### src/rtl/mem_port_arbiter_pkg.sv
// Shared definitions for the memory port arbiter: widths, requester indices
// and the access state encoding.
package mem_port_arbiter_pkg;

    localparam int ADDR_W = 16;
    localparam int WORD_W = 16;
    localparam int NREQ   = 3;

    localparam int REQ_LD = 0;
    localparam int REQ_IF = 1;
    localparam int REQ_DT = 2;

    typedef enum logic [1:0] {
        IDLE,
        HI,
        LO,
        DONE
    } arb_state_t;

endpackage

### src/rtl/mem_port_arbiter_pick.sv
// mem_arb_pick: combinational priority picker for the memory port arbiter.
// The loader always wins. With ARB_ROUND_ROBIN_EN defined, fetch and data
// alternate using the last-granted pointer; otherwise data beats fetch.
module mem_arb_pick
    import mem_port_arbiter_pkg::*;
(
    input  logic [NREQ-1:0] req_i,
    input  logic            last_dt_i,
    output logic [NREQ-1:0] win_o
);

`ifndef ARB_ROUND_ROBIN_EN
    logic unused_last_dt;
    assign unused_last_dt = last_dt_i;
`endif

    // Select exactly one requester, loader first, then fetch/data policy.
    always_comb begin
        win_o = '0;
        if (req_i[REQ_LD]) begin
            win_o[REQ_LD] = 1'b1;
        end
`ifdef ARB_ROUND_ROBIN_EN
        else if (req_i[REQ_IF] && req_i[REQ_DT]) begin
            if (last_dt_i) begin
                win_o[REQ_IF] = 1'b1;
            end else begin
                win_o[REQ_DT] = 1'b1;
            end
        end
`endif
        else if (req_i[REQ_DT]) begin
            win_o[REQ_DT] = 1'b1;
        end else if (req_i[REQ_IF]) begin
            win_o[REQ_IF] = 1'b1;
        end
    end

endmodule

### src/rtl/mem_port_arbiter.sv
// mem_port_arbiter: shares one byte-wide memory port between the loader,
// instruction fetch and data access. Word accesses become two byte beats,
// high byte at the even address. Odd-address word accesses are rejected.
// Optional feature macro: ARB_ROUND_ROBIN_EN (fetch/data alternate).
module mem_port_arbiter #(
    parameter int ADDR_W = 16,
    parameter int WORD_W = 16,
    parameter int NREQ   = 3
) (
    input  logic                   clock,
    input  logic                   reset,
    input  logic [NREQ-1:0]        req,
    input  logic [NREQ-1:0]        we,
    input  logic [NREQ-1:0]        bsel,
    input  logic [NREQ*ADDR_W-1:0] addr,
    input  logic [NREQ*WORD_W-1:0] wdata,
    output logic [NREQ-1:0]        gnt,
    output logic [NREQ-1:0]        done,
    output logic [WORD_W-1:0]      rdata,
    output logic                   odd_err,
    output logic                   mem_en,
    output logic                   mem_we,
    output logic [ADDR_W-1:0]      mem_addr,
    output logic [7:0]             mem_wdata,
    input  logic [7:0]             mem_rdata
);

    import mem_port_arbiter_pkg::*;

    arb_state_t          state_q, state_d;
    logic [NREQ-1:0]     sel_q, sel_d;
    logic                we_q, we_d;
    logic                bsel_q, bsel_d;
    logic [ADDR_W-1:0]   addr_q, addr_d;
    logic [WORD_W-1:0]   wdata_q, wdata_d;
    logic                err_q, err_d;
    logic [7:0]          hi_q, hi_d;

    logic [NREQ-1:0]     win;
    logic                last_dt;
    logic                win_we;
    logic                win_bsel;
    logic [ADDR_W-1:0]   win_addr;
    logic [WORD_W-1:0]   win_wdata;

    mem_arb_pick u_pick (
        .req_i     (req),
        .last_dt_i (last_dt),
        .win_o     (win)
    );

`ifdef ARB_ROUND_ROBIN_EN
    logic last_dt_q, last_dt_d;

    // Move the fetch/data pointer only on fetch or data grants.
    always_comb begin
        last_dt_d = last_dt_q;
        if (state_q == IDLE && !reset && (win[REQ_IF] || win[REQ_DT])) begin
            last_dt_d = win[REQ_DT];
        end
    end

    // Pointer register; after reset data counts as last granted.
    always_ff @(posedge clock or posedge reset) begin
        if (reset) begin
            last_dt_q <= 1'b1;
        end else begin
            last_dt_q <= last_dt_d;
        end
    end

    assign last_dt = last_dt_q;
`else
    assign last_dt = 1'b1;
`endif

    // Route the winning requester's fields to the capture registers.
    always_comb begin
        win_we    = 1'b0;
        win_bsel  = 1'b0;
        win_addr  = '0;
        win_wdata = '0;
        for (int n = 0; n < NREQ; n++) begin
            if (win[n]) begin
                win_we    = we[n];
                win_bsel  = bsel[n];
                win_addr  = addr[n*ADDR_W +: ADDR_W];
                win_wdata = wdata[n*WORD_W +: WORD_W];
            end
        end
    end

    // Access sequencer: next state, field capture and port outputs.
    always_comb begin
        state_d   = state_q;
        sel_d     = sel_q;
        we_d      = we_q;
        bsel_d    = bsel_q;
        addr_d    = addr_q;
        wdata_d   = wdata_q;
        err_d     = err_q;
        hi_d      = hi_q;
        gnt       = '0;
        done      = '0;
        rdata     = '0;
        odd_err   = 1'b0;
        mem_en    = 1'b0;
        mem_we    = 1'b0;
        mem_addr  = '0;
        mem_wdata = '0;
        case (state_q)
            IDLE: begin
                gnt = reset ? '0 : win;
                if (|win) begin
                    sel_d   = win;
                    we_d    = win_we;
                    bsel_d  = win_bsel;
                    addr_d  = win_addr;
                    wdata_d = win_wdata;
                    err_d   = !win_bsel && win_addr[0];
                    state_d = (!win_bsel && win_addr[0]) ? DONE : HI;
                end
            end
            HI: begin
                mem_en    = 1'b1;
                mem_we    = we_q;
                mem_addr  = addr_q;
                mem_wdata = bsel_q ? wdata_q[7:0] : wdata_q[15:8];
                state_d   = bsel_q ? DONE : LO;
            end
            LO: begin
                mem_en    = 1'b1;
                mem_we    = we_q;
                mem_addr  = {addr_q[ADDR_W-1:1], 1'b1};
                mem_wdata = wdata_q[7:0];
                hi_d      = mem_rdata;
                state_d   = DONE;
            end
            DONE: begin
                done    = sel_q;
                odd_err = err_q;
                if (err_q || we_q) begin
                    rdata = '0;
                end else if (bsel_q) begin
                    rdata = {{(WORD_W-8){1'b0}}, mem_rdata};
                end else begin
                    rdata = {hi_q, mem_rdata};
                end
                state_d = IDLE;
            end
            default: begin
                state_d = IDLE;
            end
        endcase
    end

    // State and captured-field registers.
    always_ff @(posedge clock or posedge reset) begin
        if (reset) begin
            state_q <= IDLE;
            sel_q   <= '0;
            we_q    <= 1'b0;
            bsel_q  <= 1'b0;
            addr_q  <= '0;
            wdata_q <= '0;
            err_q   <= 1'b0;
            hi_q    <= '0;
        end else begin
            state_q <= state_d;
            sel_q   <= sel_d;
            we_q    <= we_d;
            bsel_q  <= bsel_d;
            addr_q  <= addr_d;
            wdata_q <= wdata_d;
            err_q   <= err_d;
            hi_q    <= hi_d;
        end
    end

endmodule
### config.mk
export PLATFORM = sky130hd
export DESIGN_NAME = mem_port_arbiter
export DESIGN_NICKNAME = d
export VERILOG_FILES = /design/src/rtl/mem_port_arbiter_pkg.sv /design/src/rtl/mem_port_arbiter_pick.sv /design/src/rtl/mem_port_arbiter.sv
export SDC_FILE = /design/constraint.sdc
export NUM_CORES = 1
export LEC_CHECK = 0
export CORE_ASPECT_RATIO = 1.4
export CORE_MARGIN = 4
export CORE_UTILIZATION = 35
export DETAILED_ROUTE_END_ITERATION = 10
export GPL_ROUTABILITY_DRIVEN = 1
export PLACE_DENSITY_LB_ADDON = 0.08
export SKIP_LAST_GASP = 1
export SLEW_MARGIN = 20
export SYNTH_ARGS = -nofsm -noshare
export SYNTH_HDL_FRONTEND = slang
export SYNTH_SLANG_ARGS = --single-unit
export TNS_END_PERCENT = 20
### constraint.sdc
create_clock -name clock -period 2.8 [get_ports clock]
set_input_delay 0.7 -clock clock [delete_from_list [all_inputs] [get_ports clock]]
set_output_delay 0.7 -clock clock [all_outputs]
set_load 0.01 [all_outputs]
After elaboration in Yosys (flattened, before gate mapping)
Index checks and enable logic that the tools add are counted.
{"block": "classes", "muxes": 33, "eq_ne": 4, "n_div": 0, "n_addsub": 0, "n_reduce_logical": 7, "mul": 0, "shifts": 0, "n_bitwise": 0, "n_lt_le_gt_ge": 0}
{"cell": "16-bit 2-to-1 mux", "count": 9}
{"cell": "16-bit case mux with 2 select lines", "count": 1}
{"cell": "8-bit case mux with 2 select lines", "count": 1}
{"cell": "1-bit 2-to-1 mux", "count": 14}
{"cell": "3-bit 2-to-1 mux", "count": 3}
{"cell": "8-bit 2-to-1 mux", "count": 1}
{"cell": "2-bit case mux with 4 select lines", "count": 1}
{"cell": "2-bit 2-to-1 mux", "count": 3}
{"cell": "2-bit == test, second input constant", "count": 2}
{"cell": "3-bit OR reduction", "count": 1}
{"cell": "2-bit by 1-bit == test with 1-bit output, second input constant", "count": 1}
{"cell": "2-bit zero test", "count": 1}
{"cell": "2-bit inequality test, second input constant", "count": 1}
{"cell": "2-bit AND reduction", "count": 1}
{"cell": "2-bit OR reduction", "count": 1}
{"cell": "1-bit logical AND", "count": 1}
{"cell": "1-bit zero test", "count": 1}
{"cell": "1-bit logical OR", "count": 1}
{"block": "word_totals", "ff_bits": 48, "memories": 0, "word_cells": 52, "latch_bits": 0, "rom_bits": 0, "input_bits": 115, "ram_bits": 0, "output_inout_bits": 49}

Logic depth before layout (Yosys ltp)
Gate-level depths: netlist of run 1.
{"block": "depth", "ltp_word": 10, "mapped_depth": 7, "depth_no_buf": 5}

By module
A second synthesis of run 1 with hierarchy kept.
{"block": "hier_totals", "cells_unflattened": 323, "area_unflattened_um2": 3269.4}
{"module": "mem_port_arbiter", "seq_area_each_um2": 1201.2, "area_each_um2": 3243.1, "cells_each": 320, "n_inst": 1}
{"module": "mem_arb_pick", "seq_area_each_um2": 0.0, "area_each_um2": 26.3, "cells_each": 3, "n_inst": 1}

Worst setup path before layout of run 1
No wires, ideal clock.
{"block": "synth_timing", "path_kind": "input-to-output", "start": "input port reset", "end": "output port gnt[1]", "stages": 2, "path_buffers": 0, "required_time_ps": 2100, "path_slack_ps": -28, "t_arrival_ps": 2128, "cell_sequence": "inv_1 -> and4_1"}
{"block": "synth_between", "elab_chain_cells": 2}
{"item": "start: declaration", "line": "mem_port_arbiter.sv:11", "source": "input logic reset,"}
{"item": "3-bit 2-to-1 mux", "line": "mem_port_arbiter.sv:113", "source": "gnt = reset ? '0 : win;"}
{"item": "3-bit 2-to-1 mux", "line": "mem_port_arbiter.sv:111", "source": "case (state_q)"}
{"item": "end: declaration", "line": "mem_port_arbiter.sv:17", "source": "output logic [NREQ-1:0] gnt,"}
No other way between the ends.

Final worst setup path of run 1
{"block": "layout_timing", "start": "register state_q[1]", "end": "output port mem_addr[9]"}
{"block": "layout_between", "elab_chain_cells": 2, "word_cells_on_any_way": 3, "classes_between": "2 x eq/ne; 1 x mux"}
{"item": "start: declaration", "line": "mem_port_arbiter.sv:30", "source": "arb_state_t state_q, state_d;"}
{"item": "start signal: assignment", "line": "mem_port_arbiter.sv:169", "source": "state_q <= state_d;"}
{"item": "2-bit == test or 2-bit by 1-bit == test with 1-bit output (tied branches)", "line": "mem_port_arbiter.sv:111"}
{"item": "16-bit case mux with 2 select lines (*)", "line": "mem_port_arbiter.sv:111"}
{"item": "end: declaration", "line": "mem_port_arbiter.sv:23", "source": "output logic [ADDR_W-1:0] mem_addr,"}
Every way passes the cells marked *; elsewhere a longest branch is shown, timed or not.

==> results.md, run 1 <==
- Outcome: finished clean
- # rows: 41
- Syn Std Cell Area: 3261 um2
- Crit. End Element: output port
- Pre-Repair DR Iteration Count: 4
- Worst-path clk slew: 0.07 ns
- Synth Instances: 324
- Pre-CTS setup slack: 0.06487 ns
- Grt ovf: 0
- Placed Area: 4945 um2
- Net Count, Synth: 444
- Crit path kind: flip-flop to output port
- Post-synthesis register bit count: 48
- Initial antenna violation count: 0
- Worst EP arrival: 2.09 ns
- Worst reg-to-reg path cell count: 6
- Critical path fanouts, max: 15
- Vias in the first global route: 2,977
- Critical path, cell by cell: inv_1, ha_1, o21a_1, buf_6, and2_1, clkdlybuf4s50_1
- Leak: 2.049 nW
- Pin count of the biggest net entering global routing: 72
- Number of max-cap violations: 0
- Mean Syn Cell Area: 10.06 um2
- DRT iter0 DRCs: 91
- Util after Layout: 56.24%
- Worst hold endpoint: addr_q[12]$_DFFE_PP0P_
- RR Startpoint: state_q[1]$_DFFE_PP0P_
- All-layer global routing usage: 17.47%
- CTS HTree Levels: 2
- Die area: 10,950 um2
- ANT cells: 0
- CP max-delay cell: clkdlybuf4s50_1
- Seq/Total Area, Yosys: 36.84%
- Worst skew pair latency: 0.29 ns
- Minimum clock period: 2.791 ns
- First-pass GRT wire length: 14,750 um
- Final Cycle Share: 99.66%
- CTS root buf: clkbuf_16
- Die Y: 122.2 um
- Via density: 5.065
- Met2 GRT Util: 31.96%
- Hold-fix buffers at CTS: 0
- Residual DRC: 0
- Final cell count without fillers: 584
- Final setup fails: 0
- CTS tree: done
- CTS sink cnt: 48
- Via Count: 2,958
- Hold Slack: 0.4661 ns
- Final setup margin: 0.009486 ns
- Chip width: 89.58 um
- I/O pin count: 164
- Pwr/cell area: 811.7 nW/um2
- Final Slew Violations: 0
- Layout cells sized above 1: 15.51%
- Routed Antenna Nets: 0
- Core Region: 9080 um2
- Met1 Use GR: 19.82%
- Synth top area share: 36.84%
- Final hold viol count: 0
- WL per Instance: 16.34 um
- Worst setup path start: state_q[1]$_DFFE_PP0P_
- CTS buffer count: 5
- Critical hold path startpoint: addr_q[12]$_DFFE_PP0P_
- R2R setup slack: 1.02 ns
- GR Util met3: 4.127%
- Hpwl dp: 6930 um
- Dominant cells by area after synthesis: dfrtp_1 37%, a221oi_2 12%, nor2b_1 8.1%, o31ai_1 7.1%, and2_1 6.9%
- Final net count: 596
- Fin area: 5106 um2
- Placed insts: 576
- Max VDD drop: 0.4131 mV
- Area delta synth->final: 56.60%
- # port buffers: 163
- Slew HR: 45.12%
- Skew final: 0.004188 ns
- Gr busiest metal: met2
- Dominant cell type by area after synthesis: dfrtp_1
- Worst Setup Start Kind: flip-flop
- Critical register-to-register path endpoint: wdata_q[4]$_DFFE_PP0P_
- Worst Max-Slew Pin Slew: 0.8232 ns
- Max incr delay on CP: 0.55 ns
- FMAX: 0.3584 GHz
- Starting Density: 35.91%
- Hold Crit Depth: 2
- Netlist cell types: 36
- Worst hold path class: flip-flop to flip-flop
- Total Wirelength: 9541 um
- CTS max path bufs: 2
- Yosys warns: 0
- GPL Wtd Cong: 0.7401
- Number of post-CTS setup repair buffers: 0
- RSZ-0062 raised after global routing: true
- CP required: 2.10 ns
[state kept, by name, indices dropped and copies added (netlist names)]
name	cells
addr_q	16
bsel_q	1
err_q	1
hi_q	8
sel_q	3
state_q	2
wdata_q	16
we_q	1
[per-stage QoR]
step                      TNS (ns)  power [mW]
final                            0       4.145
after floorplan                  0       2.556
after global placement           0       3.537
after CTS                 -0.05971       4.224
after detailed placement         0       3.595
after global routing        -1.529       4.513
[worst max-delay path: cells and delay by family (launching register included)]
kind / cells / cell delay (ns)
simple gates: 1 / 0.13
fa+ha+maj: 1 / 0.30
compound gates: 1 / 0.15
flops: 1 / 0.39
buf+inv: 3 / 0.83
[final cells by class]
cell class                      count  area (um2)
Tap cell                          107       133.9
Inverter                            8       33.78
Sequential cell                    48        1202
Multi-Input combinational cell    237        1848
Fill cell                         832        3974
Clock buffer                        6       138.9
Timing Repair Buffer              176        1739
Clock inverter                      2       10.01
[synthesized netlist by cell type, drive strengths merged]
cell    count
nor2        2
clkbuf      9
nor2b      42
nor3        1
a31oi       1
o21a        2
dfrtp      48
nand3b      3
nand3       2
a32oi       1
nor3b       1
o22ai       1
nand2      35
a21oi       6
mux2       17
o211ai      1
and2b       1
and3        1
o21ai       2
a221oi     31
a22oi       9
and2       36
o31ai      32
inv         8
ha          5
nor4bb      1
a211oi      1
buf        22
a22o        2
and4        1
[worst max path at each step]
stage	cells past startpoint	endpoint
floorplan	2	gnt[1]
global placement	3	gnt[2]
detailed placement	3	gnt[2]
CTS	6	mem_addr[7]
global route	6	mem_addr[8]
finish	6	mem_addr[9]
[report_power, final]
part	switching, mW	internal (mW)	leakage [nW]
logic	1.03	1.25	1.39
clock network	0.258	0.353	0.0766
registers	0.208	1.05	0.582
[logic make-up (layout without fill, tap and decap cells)]
family                   count (synthesis)  in the layout  synth area share (%)
AO/OA/AOI/OAI                           89             89                 26.71
buffers and inverters                   39            192                 6.830
multiplexers                            17             17                 5.871
flip-flops                              48             48                 36.84
adder cells (fa/ha/maj)                  5              5                 1.919
AND/OR/NAND/NOR                        126            126                 21.83
[layout by cell type, fill, tap and decap left out, types with 2 or more instances in the layout]
| cell type | instances |
|---|---|
| a21oi_1 | 6 |
| a221oi_1 | 4 |
| a221oi_2 | 27 |
| a22o_1 | 2 |
| a22oi_1 | 9 |
| and2_1 | 36 |
| buf_2 | 2 |
| buf_4 | 10 |
| buf_6 | 2 |
| clkbuf_16 | 5 |
| clkdlybuf4s50_1 | 158 |
| clkinv_2 | 2 |
| dfrtp_1 | 47 |
| dlygate4sd2_1 | 2 |
| ha_1 | 4 |
| inv_1 | 7 |
| mux2_2 | 16 |
| nand2_1 | 35 |
| nand3_1 | 2 |
| nand3b_1 | 3 |
| nor2b_1 | 41 |
| o21a_1 | 2 |
| o21ai_1 | 2 |
| o31ai_1 | 31 |
[layer usage]
layer / routed length (um) / part of all wire [%]
met3: 605 / 6.3
met5: 0 / 0
met2: 5030 / 53
met1: 3817 / 40
met4: 88 / 0.92
[timing repair]
action	4_1_cts	5_1_grt
cloned	0	0
hold endpoints to repair	0	0
resized for setup	4	4
endpoints found under the setup margin	24	32
Note: power is estimated with default switching activity, not from simulation.
==> run 2: changes to the inputs <==
Settings changed: SYNTH_HIERARCHICAL set to 1.
==> results.md, run 2 <==
- Outcome: finished clean (unchanged)
- Final setup fails: 0 (unchanged)
- Pre-Repair DR Iteration Count: 4 (unchanged)
- FMAX: 0.3599 GHz (was 0.3584 GHz)
- CTS max path bufs: 2 (unchanged)
- Skew final: 0.004673 ns (was 0.004188 ns)
- Residual DRC: 0 (unchanged)
- Grt ovf: 0 (unchanged)
- Mean Syn Cell Area: 10.14 um2 (was 10.06 um2)
- Area of the multi-input gates: 1851 um2 (was 1848 um2)
- Initial antenna violation count: 0 (unchanged)
- GPL Wtd Cong: 0.7512 (was 0.7401)
- RR Startpoint: state_q[1]$_DFFE_PP0P_ (unchanged)
- Critical path fanouts, max: 3 (was 15)
- Critical hold path startpoint: addr_q[6]$_DFFE_PP0P_ (was addr_q[12]$_DFFE_PP0P_)
- WL per Instance: 16.57 um (was 16.34 um)
- Total Wirelength: 9729 um (was 9541 um)
- Area delta synth->final: 58.51% (was 56.60%)
- Routed Antenna Nets: 0 (unchanged)
- Placed insts: 577 (was 576)
- Die Y: 122.3 um (was 122.2 um)
- Via Count: 2,974 (was 2,958)
- Yosys warns: 6 (was 0)
- Worst reg-to-reg path cell count: 6 (unchanged)
- Util after Layout: 57.01% (was 56.24%)
- First-pass GRT wire length: 14,860 um (was 14,750 um)
- Pwr/cell area: 786.7 nW/um2 (was 811.7 nW/um2)
- Overall power: 4.072 mW (was 4.145 mW)
- CTS root buf: clkbuf_16 (unchanged)
- Worst skew pair latency: 0.28 ns (was 0.29 ns)
- Worst Max-Slew Pin Slew: 0.6173 ns (was 0.8232 ns)
- Fill cell count: 835 (was 832)
- CTS sink cnt: 48 (unchanged)
- Leak: 2.117 nW (was 2.049 nW)
- DRT iter0 DRCs: 85 (was 91)
- Crit. End Element: output port (unchanged)
- Final hold viol count: 0 (unchanged)
- Hold Slack: 0.4718 ns (was 0.4661 ns)
- Hold-fix buffers at CTS: 0 (unchanged)
- Most frequent cells in the layout: 157 x clkdlybuf4s50_1, 47 x dfrtp_1, 42 x nor2b_1 (was 158 x clkdlybuf4s50_1, 47 x dfrtp_1, 41 x nor2b_1)
- Final net count: 599 (was 596)
- Final Slew Violations: 0 (unchanged)
- Starting Density: 35.97% (was 35.91%)
- Number of max-cap violations: 0 (unchanged)
- Fin area: 5176 um2 (was 5106 um2)
- Worst EP arrival: 2.08 ns (was 2.09 ns)
- Setup TNS: 0 ns (unchanged)
- All-layer global routing usage: 17.40% (was 17.47%)
- CTS tree: done (unchanged)
- Sequential Area: 1202 um2 (unchanged)
- Biggest regs: addr_q (16), wdata_q (16), hi_q (8) (unchanged)
- Worst Setup Start Kind: input pin (was flip-flop)
- Final setup margin: 0.02111 ns (was 0.009486 ns)
- # port buffers: 163 (unchanged)
- Placed Area: 4992 um2 (was 4945 um2)
- CTS buffer count: 5 (unchanged)
- ANT cells: 0 (unchanged)
- Final Cycle Share: 99.25% (was 99.66%)
- Final cell count without fillers: 587 (was 584)
- Layout cells sized above 1: 16.88% (was 15.51%)
- RSZ-0062 raised after global routing: true (unchanged)
- Max VDD drop: 0.5424 mV (was 0.4131 mV)
- CTS HTree Levels: 2 (unchanged)
- Pre-CTS setup slack: 0.006429 ns (was 0.06487 ns)
- Hold Crit Depth: 2 (unchanged)
- Slew HR: 58.84% (was 45.12%)
- Crit path kind: input pin to output port (was flip-flop to output port)
- Pin count of the biggest net entering global routing: 70 (was 72)
- Die area: 10,960 um2 (was 10,950 um2)
- CP required: 2.10 ns (about the same)
- Minimum clock period: 2.779 ns (was 2.791 ns)
- Synth Instances: 322 (was 324)
- Commonest non-fill, non-tap cell in the layout: clkdlybuf4s50_1 (unchanged)
- Worst-path clk slew: 0.06 ns (was 0.07 ns)
- I/O pin count: 164 (unchanged)
- Worst setup path start: req[0] (was state_q[1]$_DFFE_PP0P_)
- Worst hold path class: flip-flop to flip-flop (unchanged)
- Hpwl dp: 7349 um (was 6930 um)
- Syn Std Cell Area: 3266 um2 (was 3261 um2)
- Net Count, Synth: 442 (was 444)
- Via density: 5.066 (was 5.065)
- Core Region: 9080 um2 (unchanged)
- Chip width: 89.64 um (was 89.58 um)
- # rows: 41 (unchanged)
- Vias in the first global route: 3,048 (was 2,977)
==> run 2: what timing repair did <==
| item | CTS | global route |
|---|---|---|
| buffers inserted | 0 | 2 |
| pin swaps | 0 | 0 |
| endpoints found under the setup margin | 24 | 37 |
| endpoints found under the hold margin | 0 | 0 |
| gates resized for setup | 5 | 7 |
==> run 2: critical path, cell delays in order <==
cell             delay (ns)
clkdlybuf4s50_1        0.46
buf_4                  0.17
nor2b_4                0.10
and2_1                 0.12
clkdlybuf4s50_1        0.53
==> run 2: report_power, final <==
| part | total, mW | leakage (nW) | internal [mW] | switching (mW) |
|---|---|---|---|---|
| clock | 0.598 | 0.0712 | 0.357 | 0.241 |
| sequential | 1.22 | 0.598 | 1.01 | 0.205 |
| combinational | 2.25 | 1.45 | 1.25 | 1.00 |
| total | 4.07 | 2.12 | 2.62 | 1.45 |
==> run 2: routing by layer <==
metal / share of wire [%] / wire, um / GRT usage, % / vias to the layer above
met5: 0 / 0 / 0 / -
met2: 54 / 5223 / 31.87 / 101
met4: 0.40 / 39 / 2.793 / 0
met1: 39 / 3755 / 20.51 / 1396
met3: 7.3 / 711 / 4.097 / 2
li1: - / - / - / 1475
==> run 2: area by class of cell <==
| cell class | count | share of cell area, % |
|---|---|---|
| Multi-Input combinational cell | 239 | 35.75 |
| Tap cell | 107 | 2.586 |
| Timing Repair Buffer | 181 | 35.32 |
| Sequential cell | 48 | 23.23 |
| Clock buffer | 8 | 2.828 |
| Inverter | 4 | 0.2901 |
==> run 2: final timing paths <==
check	to	slack (ns)
min in group asynchronous	sel_q[2]$_DFFE_PP0P_	0.80
max in group asynchronous	bsel_q$_DFFE_PP0P_	1.48
worst max-delay path	gnt[2]	0.02
worst min register to register	addr_q[6]$_DFFE_PP0P_	0.47
worst max register to register	addr_q[8]$_DFFE_PP0P_	1.16
worst min-delay path	addr_q[6]$_DFFE_PP0P_	0.47
